===== src/rtl/core_lsu_op_arb.sv =====
// Arbitrates cache-op requests from two LSU pipes onto the single dram-manager op port.
// Optional LSU_OP_ARB_RR_EN replaces fixed priority + starvation promotion with round-robin.
module core_lsu_op_arb #(
   parameter int unsigned STARVE_LIMIT = 4
) (
   input  logic        clk,
   input  logic        rst_n,
   input  logic        req0_valid_i,
   input  logic [3:0]  req0_type_i,
   input  logic [31:0] req0_addr_i,
   output logic        req0_done_o,
   input  logic        req1_valid_i,
   input  logic [3:0]  req1_type_i,
   input  logic [31:0] req1_addr_i,
   output logic        req1_done_o,
   output logic        dm_op_valid_o,
   output logic [3:0]  dm_op_type_o,
   output logic [31:0] dm_op_addr_o,
   input  logic        dm_op_ready_i,
   output logic        owner_o,
   output logic        busy_o
);

   // state   | meaning
   // IDLE    | sampling requests, grant on any valid
   // BUSY    | op presented to dram manager, waiting for ready
   // DONE    | one-cycle done pulse to the owner, no grant
   typedef enum logic [2:0] {
      ST_IDLE = 3'b001,
      ST_BUSY = 3'b010,
      ST_DONE = 3'b100
   } state_e;

   state_e      state_q, state_d;
   logic [3:0]  type_q, type_d;
   logic [31:0] addr_q, addr_d;
   logic        owner_q, owner_d;
   logic        valid_q, valid_d;
   logic        busy_q, busy_d;
   logic        done0_q, done0_d;
   logic        done1_q, done1_d;
   logic        conflict;
   logic        win;

`ifndef LSU_OP_ARB_RR_EN
   localparam logic [3:0] STARVE_LIM = 4'(STARVE_LIMIT);
   logic [3:0]  starve_q, starve_d;
`endif

   assign conflict = req0_valid_i & req1_valid_i;

   always_comb begin
      state_d = state_q;
      type_d  = type_q;
      addr_d  = addr_q;
      owner_d = owner_q;
`ifdef LSU_OP_ARB_RR_EN
      win = conflict ? ~owner_q : req1_valid_i;
`else
      starve_d = starve_q;
      // younger pipe wins unless the older one has lost STARVE_LIMIT times in a row
      win = conflict ? (starve_q < STARVE_LIM) : req1_valid_i;
`endif
      case (state_q)
         ST_IDLE: begin
            if (req0_valid_i | req1_valid_i) begin
               state_d = ST_BUSY;
               owner_d = win;
               type_d  = win ? req1_type_i : req0_type_i;
               addr_d  = win ? req1_addr_i : req0_addr_i;
`ifndef LSU_OP_ARB_RR_EN
               if (!win) begin
                  starve_d = 4'd0;
               end else if (conflict && (starve_q != 4'hf)) begin
                  starve_d = starve_q + 4'd1;
               end
`endif
            end
         end
         ST_BUSY: begin
            if (dm_op_ready_i) begin
               state_d = ST_DONE;
            end
         end
         ST_DONE: state_d = ST_IDLE;
         default: state_d = ST_IDLE;
      endcase
      if (!rst_n) begin
         state_d = ST_IDLE;
         type_d  = 4'd0;
         addr_d  = 32'd0;
         owner_d = 1'b0;
`ifndef LSU_OP_ARB_RR_EN
         starve_d = 4'd0;
`endif
      end
      // outputs are registered copies of the next-state decode
      valid_d = (state_d == ST_BUSY);
      busy_d  = (state_d != ST_IDLE);
      done0_d = (state_d == ST_DONE) & ~owner_d;
      done1_d = (state_d == ST_DONE) & owner_d;
   end

   always_ff @(posedge clk) begin
      state_q  <= state_d;
      type_q   <= type_d;
      addr_q   <= addr_d;
      owner_q  <= owner_d;
      valid_q  <= valid_d;
      busy_q   <= busy_d;
      done0_q  <= done0_d;
      done1_q  <= done1_d;
`ifndef LSU_OP_ARB_RR_EN
      starve_q <= starve_d;
`endif
   end

   assign dm_op_valid_o = valid_q;
   assign dm_op_type_o  = type_q;
   assign dm_op_addr_o  = addr_q;
   assign owner_o       = owner_q;
   assign busy_o        = busy_q;
   assign req0_done_o   = done0_q;
   assign req1_done_o   = done1_q;

endmodule


===== config.mk =====
export PLATFORM = sky130hd
export DESIGN_NAME = core_lsu_op_arb
export DESIGN_NICKNAME = d
export VERILOG_FILES = /design/src/rtl/core_lsu_op_arb.sv
export SDC_FILE = /design/constraint.sdc
export NUM_CORES = 1
export LEC_CHECK = 0
export CORE_MARGIN = 10
export CORE_UTILIZATION = 42
export CTS_BUF_LIST = sky130_fd_sc_hd__clkbuf_4 sky130_fd_sc_hd__clkbuf_8
export DETAILED_ROUTE_END_ITERATION = 8
export GPL_TIMING_DRIVEN = 0
export PLACE_DENSITY = 0.79
export REMOVE_ABC_BUFFERS = 1
export SLEW_MARGIN = 20
export SYNTH_ARGS = -nofsm -noshare
export SYNTH_HDL_FRONTEND = slang
export SYNTH_SLANG_ARGS = --single-unit

===== constraint.sdc =====
create_clock -name clk -period 1.45 [get_ports clk]
set_input_delay 0.435 -clock clk [delete_from_list [all_inputs] [get_ports clk]]
set_output_delay 0.435 -clock clk [all_outputs]
set_load 0.1 [all_outputs]

==> results.json <==
{
  "cp.buffers_inverters": 1,
  "status": "complete, no violations",
  "rows": 27,
  "io_buffers": 117,
  "start_util_pct": 44.1,
  "areaGrowthSynthToFinish_pct": 55.4,
  "cts_tree": "built",
  "io_pins": 118,
  "whs_ps": 458,
  "hold_violations": 0,
  "grt_max_degree": 47,
  "rsz0062_at_grt": "true",
  "crit_chain": "o21ai_4 > clkbuf_16 > a21boi_0 > o311a_1",
  "fin_crit_sh_pct": 97.3,
  "clkTransAtPathRegs_ps": 90,
  "antenna_found_initial": 0,
  "synth_compound_area_share_pct": 40.0,
  "muxShareOfSynthArea_pct": 0,
  "synth_warnings": 0,
  "htreeDepth": 2,
  "ant_nets": 0,
  "cts.sinks": 48,
  "clock.fmax_mhz": 708,
  "rr_endpoint": "dm_op_addr_o[17]",
  "firstDrtPassIters": 4,
  "via_per_inst": 5.68,
  "drv_slew": 0,
  "grt_pass1_wl_um": 13200,
  "power_leakage_nw": 1.73,
  "grt_overflow": 0,
  "final.min_clock_period_ps": 1410,
  "maxCapViolCount": 0,
  "power_density_nw_per_um2": 1220,
  "yosysUniqueCellTypes": 31,
  "cts_max_path_buffers": 2,
  "drive_above_1_share_pct": 22.4,
  "grt_usage_pct": 16.4,
  "cpPeakStageDelay_ps": 370,
  "r2r_start": "starve_q[2]",
  "die_h_um": 97.0,
  "die_w_um": 97.0,
  "synth_seq_area_share_pct": 38.6,
  "worstPathRequired_ps": 1640,
  "dp_hpwl_um": 5560,
  "wire_per_inst_um": 19.7,
  "min_delay_path_depth": 2,
  "ys_ff_latch": 48,
  "numCtsBuffers": 5,
  "n_fill_cell": 469,
  "critPathSlowestCell": "dfxtp_4",
  "timing_worst_setup_path_type": "reg -> reg",
  "synthXorXnorAreaFrac_pct": 0,
  "synth_top_family_by_area": "compound AO/OA/AOI/OAI gates",
  "synthAdderAreaFrac_pct": 0.503,
  "critical_path.max_fanout": 6,
  "drtIter0Drc": 104,
  "avgSynthCellArea_um2": 9.65,
  "synthesis.area_um2": 2490,
  "wirelength_um": 8710,
  "n_antenna_cell": 0,
  "ir_drop_mv": 0.731,
  "r2r_cells": 4,
  "hold_class": "in -> reg",
  "grt_pass1_vias": 2520,
  "area.sequential_um2": 972,
  "post_dp_cell_area_um2": 3710,
  "cp.arrival_ps": 1600,
  "critical_path.top_delay_family": "compound AO/OA/AOI/OAI gates",
  "crit_path_end_kind": "flip-flop",
  "clkLatencyLatePin_ps": 300,
  "synthSimpleGateAreaFrac_pct": 13.4,
  "min_from": "rst_n",
  "fin_area_um2": 3870,
  "die_area_um2": 9410,
  "fin_skew_ps": 5.68,
  "final_common_cell": "clkdlybuf4s50_1",
  "core_area_um2": 5640,
  "netlist_instances": 258,
  "multiInputGateArea_um2": 1410,
  "critPathLaunchType": "flip-flop",
  "r2r_slack_ps": 40,
  "total_power_mw": 4.71,
  "cts-root-buf": "clkbuf_8",
  "cts_hold_buf": 0,
  "setup_viol": 0,
  "tightest_slew_ps": 369,
  "final_net_count": 447,
  "globalplace.congestion": 0.783,
  "via_count": 2512,
  "mostFrequentLayoutCells": "clkdlybuf4s50_1 (73), buf_4 (49), dfxtp_1 (43)",
  "hold_end": "dm_op_type_o[3]",
  "slew_headroom_pct": 75.4,
  "drcViolationCount": 0
}
[repair_timing]
action	CTS	global route
pin swaps	4	5
resized for setup	253	12
gates cloned	1	4
setup endpoints to repair	88	41
setup buffers	7	2
[cells by family (layout without fill, tap and decap cells)]
family / Yosys count / after routing
adder cells (fa/ha/maj): 1 / 1
AND/OR/NAND/NOR: 52 / 53
buffers and inverters: 34 / 144
AO/OA/AOI/OAI: 123 / 124
flip-flops: 48 / 48
[cell usage after synthesis]
cell type	instances	area [um2]
and2b_1	1	7.51
nor3b_1	1	7.51
and3b_1	1	8.76
or3b_1	1	8.76
nand3b_1	1	7.51
inv_1	2	7.51
o21a_1	1	7.51
o31ai_1	1	7.51
ha_1	1	12.5
nor2b_1	1	6.26
nor3b_2	1	12.5
o21ai_1	3	15.0
nor2_1	1	3.75
o311a_1	36	360
o22ai_1	1	6.26
nand2_1	3	11.3
and4bb_2	1	12.5
buf_4	2	15.0
o21bai_1	36	270
buf_2	6	30.0
a21boi_0	38	285
and3_1	36	225
dfxtp_1	48	961
a211oi_1	2	15.0
buf_6	6	67.6
nand3_1	3	15.0
a41oi_1	1	8.76
nand2b_1	1	6.26
o21ai_0	1	5.00
clkbuf_1	18	67.6
a21oi_1	3	15.0
[worst max path at each step]
stage / start / end / slack, ps / cells after the start
6_report: starve_q[2] / dm_op_addr_o[17] / 40 / 4
5_1_grt: state_q[2] / dm_op_addr_o[9] / -10 / 4
4_1_cts: state_q[1] / dm_op_addr_o[7] / -9 / 3
3_5_place_dp: req0_valid_i / dm_op_addr_o[6] / -840 / 5
3_3_place_gp: req1_valid_i / state_q[1] / -3890 / 3
2_1_floorplan: starve_q[2] / dm_op_addr_o[0] / -1390 / 3
[flip-flops by register name (all words and copies together) (netlist names)]
register / flops
starve_q: 4
req0_done_o: 1
owner_o: 1
state_q: 3
dm_op_type_o: 4
busy_o: 1
req1_done_o: 1
dm_op_valid_o: 1
dm_op_addr_o: 32
[worst register-to-register path, stage by stage (launching register included)]
cell,delay (ps)
dfxtp_4,370
o21ai_4,290
clkbuf_16,210
a21boi_0,90
o311a_1,350
[stage by stage]
stage	setup WS [ps]	setup TNS (ps)	utilization [%]	instances
2_1_floorplan	-1390	-60690	-	226
4_1_cts	-8.89	-23.7	67.4	436
6_report	38.6	0	68.6	442
3_3_place_gp	-3890	-189600	63.3	415
3_5_place_dp	-844	-51320	65.8	420
5_1_grt	-12.4	-28.5	68.6	442
[per-layer routing]
layer | track usage, % | up-vias | share of wire [%] | wire length [um]
met5 | 0 | - | 0 | 0
met4 | 3.16 | 0 | 1.2 | 107
met3 | 5.46 | 11 | 6.8 | 595
met2 | 27.3 | 89 | 48 | 4150
met1 | 20.1 | 1186 | 44 | 3860
li1 | - | 1226 | - | -
[where the power goes]
| part | leakage, nW | internal, mW | switching, mW |
|---|---|---|---|
| Combinational | 1.27 | 0.728 | 1.56 |
| Clock | 0.0523 | 0.427 | 0.430 |
| Sequential | 0.399 | 1.48 | 0.0851 |
| Total | 1.73 | 2.64 | 2.08 |
[area by class of cell]
class	instances	share of cell area (%)
Sequential cell	48	25.1
Multi-Input combinational cell	178	36.5
Timing Repair Buffer	134	33.3
Tap cell	72	2.33
Inverter	2	0.194
Clock buffer	8	2.52
Note: power is estimated with default switching activity, not from simulation.
